--- src/rtl/pitch_pkg.sv ---
// Shared definitions for the pitch tracker.
//   xing_state_t : hysteretic zero-crossing state (negative / positive half-wave)
//   FREQ_W       : width of the published frequency word (Hz)
//   sat_abs()    : magnitude of a sign-extended sample, saturated so that the
//                  most negative code maps to the largest positive code
package pitch_pkg;

  localparam int FREQ_W = 16;

  typedef enum logic {
    XS_NEG = 1'b0,
    XS_POS = 1'b1
  } xing_state_t;

  // s is the sample already sign-extended to 32 bits; w is the original sample
  // width. |-2^(w-1)| does not fit in w-1 magnitude bits, so it clips to 2^(w-1)-1.
  function automatic logic [31:0] sat_abs(input logic signed [31:0] s, input int unsigned w);
    logic [31:0] lim;
    logic [31:0] mag;
    lim = (32'd1 << (w - 1)) - 32'd1;
    mag = s[31] ? 32'(-s) : 32'(s);
    return (mag > lim) ? lim : mag;
  endfunction

endpackage

--- src/rtl/zero_cross_detector.sv ---
// Hysteretic rising zero-crossing counter plus peak-magnitude tracker.
//   clk_in, rst_n : clock, asynchronous active-low reset
//   sample        : signed audio sample (two's complement, SAMPLE_W bits)
//   valid         : sample strobe; state only advances when high
//   clear         : window boundary; counters restart after absorbing this sample
//   crossings     : crossing count INCLUDING the current valid sample
//   peak          : peak |sample| INCLUDING the current valid sample
// Both outputs are look-ahead values so the window logic can close on the same
// edge that absorbs the final sample. The crossing state survives a clear.
module zero_cross_detector
  import pitch_pkg::*;
#(
  parameter int SAMPLE_W = 16,
  parameter int HYST     = 256,
  parameter int CNT_W    = 13
) (
  input  logic                clk_in,
  input  logic                rst_n,
  input  logic [SAMPLE_W-1:0] sample,
  input  logic                valid,
  input  logic                clear,
  output logic [CNT_W-1:0]    crossings,
  output logic [SAMPLE_W-2:0] peak
);

  xing_state_t         state_reg, state_next;
  logic [CNT_W-1:0]    count_reg;
  logic [SAMPLE_W-2:0] peak_reg;
  logic signed [31:0]  s32;
  logic [31:0]         mag;
  logic                xing;

  assign s32 = 32'(signed'(sample));
  assign mag = sat_abs(s32, SAMPLE_W);

  always_comb begin
    state_next = state_reg;
    xing       = 1'b0;
    if (valid) begin
      case (state_reg)
        XS_NEG: if (s32 >= HYST) begin
          state_next = XS_POS;
          xing       = 1'b1;
        end
        XS_POS: if (s32 <= -HYST) state_next = XS_NEG;
      endcase
    end
  end

  assign crossings = count_reg + CNT_W'(xing);
  assign peak      = (valid && (mag > 32'(peak_reg))) ? mag[SAMPLE_W-2:0] : peak_reg;

  always_ff @(posedge clk_in or negedge rst_n) begin
    if (!rst_n) begin
      state_reg <= XS_NEG;
      count_reg <= '0;
      peak_reg  <= '0;
    end else begin
      state_reg <= state_next;
      if (clear) begin
        count_reg <= '0;
        peak_reg  <= '0;
      end else begin
        count_reg <= crossings;
        peak_reg  <= peak;
      end
    end
  end

endmodule

--- src/rtl/pitch_tracker.sv ---
// Mic pitch tracker: counts hysteretic rising zero crossings over a fixed
// sample window, scales to Hz, smooths with a first-order IIR and publishes the
// result once per video frame.
//   clk_in          : system clock
//   rst_n           : asynchronous active-low reset
//   sample_in       : signed audio sample
//   sample_valid_in : one-cycle sample strobe
//   new_frame_in    : one-cycle start-of-frame strobe
//   freq_out        : smoothed frequency in Hz, updated only on new_frame_in
//   freq_valid_out  : one-cycle pulse when freq_out is written
//   silent_out      : last completed window peaked below SILENCE_THRESH
module pitch_tracker
  import pitch_pkg::*;
#(
  parameter int SAMPLE_W       = 16,
  parameter int WINDOW_SAMPLES = 6000,
  parameter int SCALE_SHIFT    = 3,
  parameter int HYST           = 256,
  parameter int SILENCE_THRESH = 512,
  parameter int ALPHA_SHIFT    = 2
) (
  input  logic                clk_in,
  input  logic                rst_n,
  input  logic [SAMPLE_W-1:0] sample_in,
  input  logic                sample_valid_in,
  input  logic                new_frame_in,
  output logic [FREQ_W-1:0]   freq_out,
  output logic                freq_valid_out,
  output logic                silent_out
);

  localparam int CNT_W = $clog2(WINDOW_SAMPLES + 1);
  localparam int WIN_W = (WINDOW_SAMPLES > 1) ? $clog2(WINDOW_SAMPLES) : 1;
  localparam logic [WIN_W-1:0] WIN_LAST = WIN_W'(WINDOW_SAMPLES - 1);

  logic [WIN_W-1:0]        win_count_reg;
  logic                    window_end;
  logic [CNT_W-1:0]        crossings;
  logic [SAMPLE_W-2:0]     peak;
  logic [31:0]             scaled;
  logic                    silent_now;
  logic [FREQ_W-1:0]       raw_now;
  logic [FREQ_W-1:0]       raw_hz_reg;
  logic                    filt_pending_reg;
  logic [FREQ_W-1:0]       filt_reg, filt_next;
  logic signed [FREQ_W+1:0] diff, filt_sum;

  assign window_end = sample_valid_in && (win_count_reg == WIN_LAST);

  zero_cross_detector #(
    .SAMPLE_W (SAMPLE_W),
    .HYST     (HYST),
    .CNT_W    (CNT_W)
  ) u_zcd (
    .clk_in    (clk_in),
    .rst_n     (rst_n),
    .sample    (sample_in),
    .valid     (sample_valid_in),
    .clear     (window_end),
    .crossings (crossings),
    .peak      (peak)
  );

  // Raw frequency of the window that closes with the current sample.
  always_comb begin
    scaled     = 32'(crossings) << SCALE_SHIFT;
    silent_now = 32'(peak) < 32'(SILENCE_THRESH);
    raw_now    = '0;
    if (!silent_now) raw_now = (scaled > 32'hFFFF) ? 16'hFFFF : scaled[FREQ_W-1:0];
  end

  // filt += (raw - filt) >>> ALPHA_SHIFT in 18-bit signed; the arithmetic shift
  // floors, so a rising input settles slightly short of raw while a falling one
  // lands on it exactly.
  always_comb begin
    diff     = $signed({2'b00, raw_hz_reg}) - $signed({2'b00, filt_reg});
    filt_sum = $signed({2'b00, filt_reg}) + (diff >>> ALPHA_SHIFT);
    if (filt_sum[FREQ_W+1])  filt_next = '0;
    else if (filt_sum[FREQ_W]) filt_next = '1;
    else                     filt_next = filt_sum[FREQ_W-1:0];
  end

  always_ff @(posedge clk_in or negedge rst_n) begin
    if (!rst_n) begin
      win_count_reg    <= '0;
      raw_hz_reg       <= '0;
      silent_out       <= 1'b0;
      filt_pending_reg <= 1'b0;
      filt_reg         <= '0;
      freq_out         <= '0;
      freq_valid_out   <= 1'b0;
    end else begin
      if (sample_valid_in) win_count_reg <= window_end ? '0 : win_count_reg + 1'b1;
      if (window_end) begin
        raw_hz_reg <= raw_now;
        silent_out <= silent_now;
      end
      filt_pending_reg <= window_end;
      if (filt_pending_reg) filt_reg <= filt_next;
      // Publishes the registered filt, so a frame strobe coincident with a
      // filter update sends the previous value.
      freq_valid_out <= new_frame_in;
      if (new_frame_in) freq_out <= filt_reg;
    end
  end

endmodule

--- config.mk ---
export PLATFORM = sky130hd
export DESIGN_NAME = pitch_tracker
export DESIGN_NICKNAME = d
export VERILOG_FILES = /design/src/rtl/pitch_pkg.sv /design/src/rtl/zero_cross_detector.sv /design/src/rtl/pitch_tracker.sv
export SDC_FILE = /design/constraint.sdc
export NUM_CORES = 1
export LEC_CHECK = 0
export CORE_ASPECT_RATIO = 2
export CORE_UTILIZATION = 30
export CTS_CLUSTER_SIZE = 12
export DETAILED_ROUTE_END_ITERATION = 8
export PLACE_DENSITY_LB_ADDON = 0.25
export RECOVER_POWER = 25
export SLEW_MARGIN = 10
export SYNTH_ARGS = -nofsm -noshare
export SYNTH_HDL_FRONTEND = slang
export SYNTH_HIERARCHICAL = 1
export SYNTH_SLANG_ARGS = --single-unit
--- constraint.sdc ---
create_clock -name clk_in -period 4.3 [get_ports clk_in]
set_input_delay 0.86 -clock clk_in [delete_from_list [all_inputs] [get_ports clk_in]]
set_output_delay 0.86 -clock clk_in [all_outputs]
set_load 0.005 [all_outputs]
==> reports/metrics.yaml <==
worst_setup_path_start_kind: "primary input"
cts.sinks: 90
dp_hpwl_mm: 12.7
final_common_cell: "buf_4"
critPathRequiredTime_ps: 4530
fin_nets: 866
die_w_um: 104
drc: 0
final_cell_mix: "92 x buf_4, 90 x dfrtp_1, 60 x nand2_1"
grt_pass1_wl_mm: 26.6
layout-drive-gt1-share_pct: 26.0
finalCriticalPeriod_ps: 4420
synth_area_per_cell_um2: 9.30
holdPathEnd: "raw_hz_reg[15]"
cp_slowest_cell: "or4b_4"
min_from: "raw_hz_reg[15]"
clk_latency_ps: 350
crit_arrival_ps: 4650
fin_area_um2: 8160
wl_mm: 16.1
drv_cap: 1
ir_drop_uv: 167
synth_area_um2: 6280
viasPerCell: 5.04
grt_pass1_vias: 5614
grt_max_degree: 69
port_buffers: 37
critPathMaxStageDelay_ps: 510
criticalPathCategory: "primary input to flip-flop"
firstDrtPassIters: 4
clock_path_buffers: 2
tightestPinTransition_ps: 1710
critPathTopFamily: "simple AND/OR/NAND/NOR gates"
initial_utilization_pct: 30.7
gp_congestion: 0.858
clkTransAtPathRegs_ps: 80
worst-path-buf-inv: 3
antenna_found_initial: 0
fmax_ghz: 0.226
synthCells: 675
cts_max_level: 3
ios: 38
grt_overflow: 0
rsz0062_at_grt: "true"
rows: 74
synthToLayoutAreaGrowth_pct: 30.0
drv_slew: 69
crit_fanout: 7
violations: "max-capacitance violations, max-slew violations, negative setup slack"
finalWorstSetupSlack_ps: -122
hold_viol: 0
r2r_cells: 17
reg2reg_from: "filt_reg[3]"
ff2ff_setup_slack_ps: 220
cts_root_buf: "clkbuf_16"
final_core_util_pct: 39.9
dpl_cell_area_um2: 7570
antenna_cells: 0
hold_path.class: "flip-flop to flip-flop"
die_y_um: 207
clock_skew_ps: 14.2
worst_slew_margin_rel_pct: -14.0
critPathCaptureType: "flip-flop"
postRouteAntennaNets: 0
finalSetupTns_ps: -1400
setup_viol: 14
regToRegEndpoint: "filt_reg[8]"
power_density_nw_per_um2: 330
path_cells: "buf_8 -> clkinv_4 -> ha_4 -> or4b_4 -> or2_4 -> or2_1 -> o211a_1 -> ha_4 -> nor2b_4 -> or4_4 -> o31a_1 -> mux2_4 -> nor4_4 -> nand2_2 -> buf_8 -> nand3_2 -> nand2_1"
yosysWarnings: 6
numCtsBuffers: 9
fin_crit_sh_pct: 103
post_drt_wl_per_cell_um: 15.1
grt_usage_pct: 15.6
synth_nets: 746
vias: 5376
cts_tree: "built"
postCtsHoldBufs: 0
hold_depth: 2
die_area_um2: 21500
drtIter0Drc: 187
leakage_nw: 3.85
fp.coreArea_um2: 20500
outcome: "finished, violations left"
==> metal layers <==
metal  share of wire (%)  global-route usage (%)  up-vias
met5                   0                       0        -
met3                 1.4                    1.92       43
li1                    -                       -     2671
met1                  35                    13.9     2585
met4                 4.8                    9.49        0
met2                  59                    32.4       77
==> worst reg2reg max path, cell delays in order, from the launching register on <==
cell and delay, ps:
dfrtp_1 380, inv_1 50, ha_1 200, or3_1 390, o22ai_2 170, o21ai_2 110
o211a_1 270, or3_1 340, a21oi_1 190, xnor2_1 170, ha_1 290, o21a_1 210
o211ai_1 150, nand2_1 60, o21ai_1 200, xor2_1 270, nand2_4 180, o221a_2 330
==> how the worst max path moves through the flow <==
stage                  start              to  depth (start not counted)
2_1_floorplan  sample_in[11]  raw_hz_reg[14]                         17
3_3_place_gp    sample_in[1]  raw_hz_reg[13]                         19
3_5_place_dp    sample_in[1]  raw_hz_reg[13]                         19
4_1_cts         sample_in[0]  raw_hz_reg[12]                         18
5_1_grt         sample_in[1]  raw_hz_reg[12]                         18
6_report        sample_in[1]  raw_hz_reg[12]                         17
==> what timing repair did <==
action                                  CTS  global route
pin swaps                                28            30
setup buffers                             5             2
resized for setup                        60            35
gates cloned                              1             0
endpoints found under the setup margin   24            30
==> metrics by stage <==
| step | setup WS, ps | power, mW | cells | hold slack (ps) |
|---|---|---|---|---|
| 2_1_floorplan | -477 | 1.61 | 675 | 445 |
| 3_3_place_gp | -935 | 1.81 | 1042 | 459 |
| 3_5_place_dp | -978 | 1.83 | 1042 | 463 |
| 4_1_cts | -225 | 2.68 | 1064 | 480 |
| 5_1_grt | -266 | 2.87 | 1066 | 512 |
| 6_report | -122 | 2.69 | 1066 | 477 |
==> final cells by class <==
type,count,area (um^2)
Inverter,47,184
Tap cell,266,333
Multi-Input combinational cell,514,4000
Clock buffer,9,225
Sequential cell,90,2250
Fill cell,2062,12300
Timing Repair Buffer,133,1100
Clock inverter,7,76.3
==> where the power goes <==
group | switching [mW] | leakage (nW) | total (mW) | internal, mW
logic | 0.401 | 2.51 | 0.824 | 0.423
registers | 0.101 | 1.20 | 1.07 | 0.970
clock network | 0.384 | 0.149 | 0.799 | 0.415
total | 0.887 | 3.85 | 2.69 | 1.81
(Power assumes the default switching activity.)
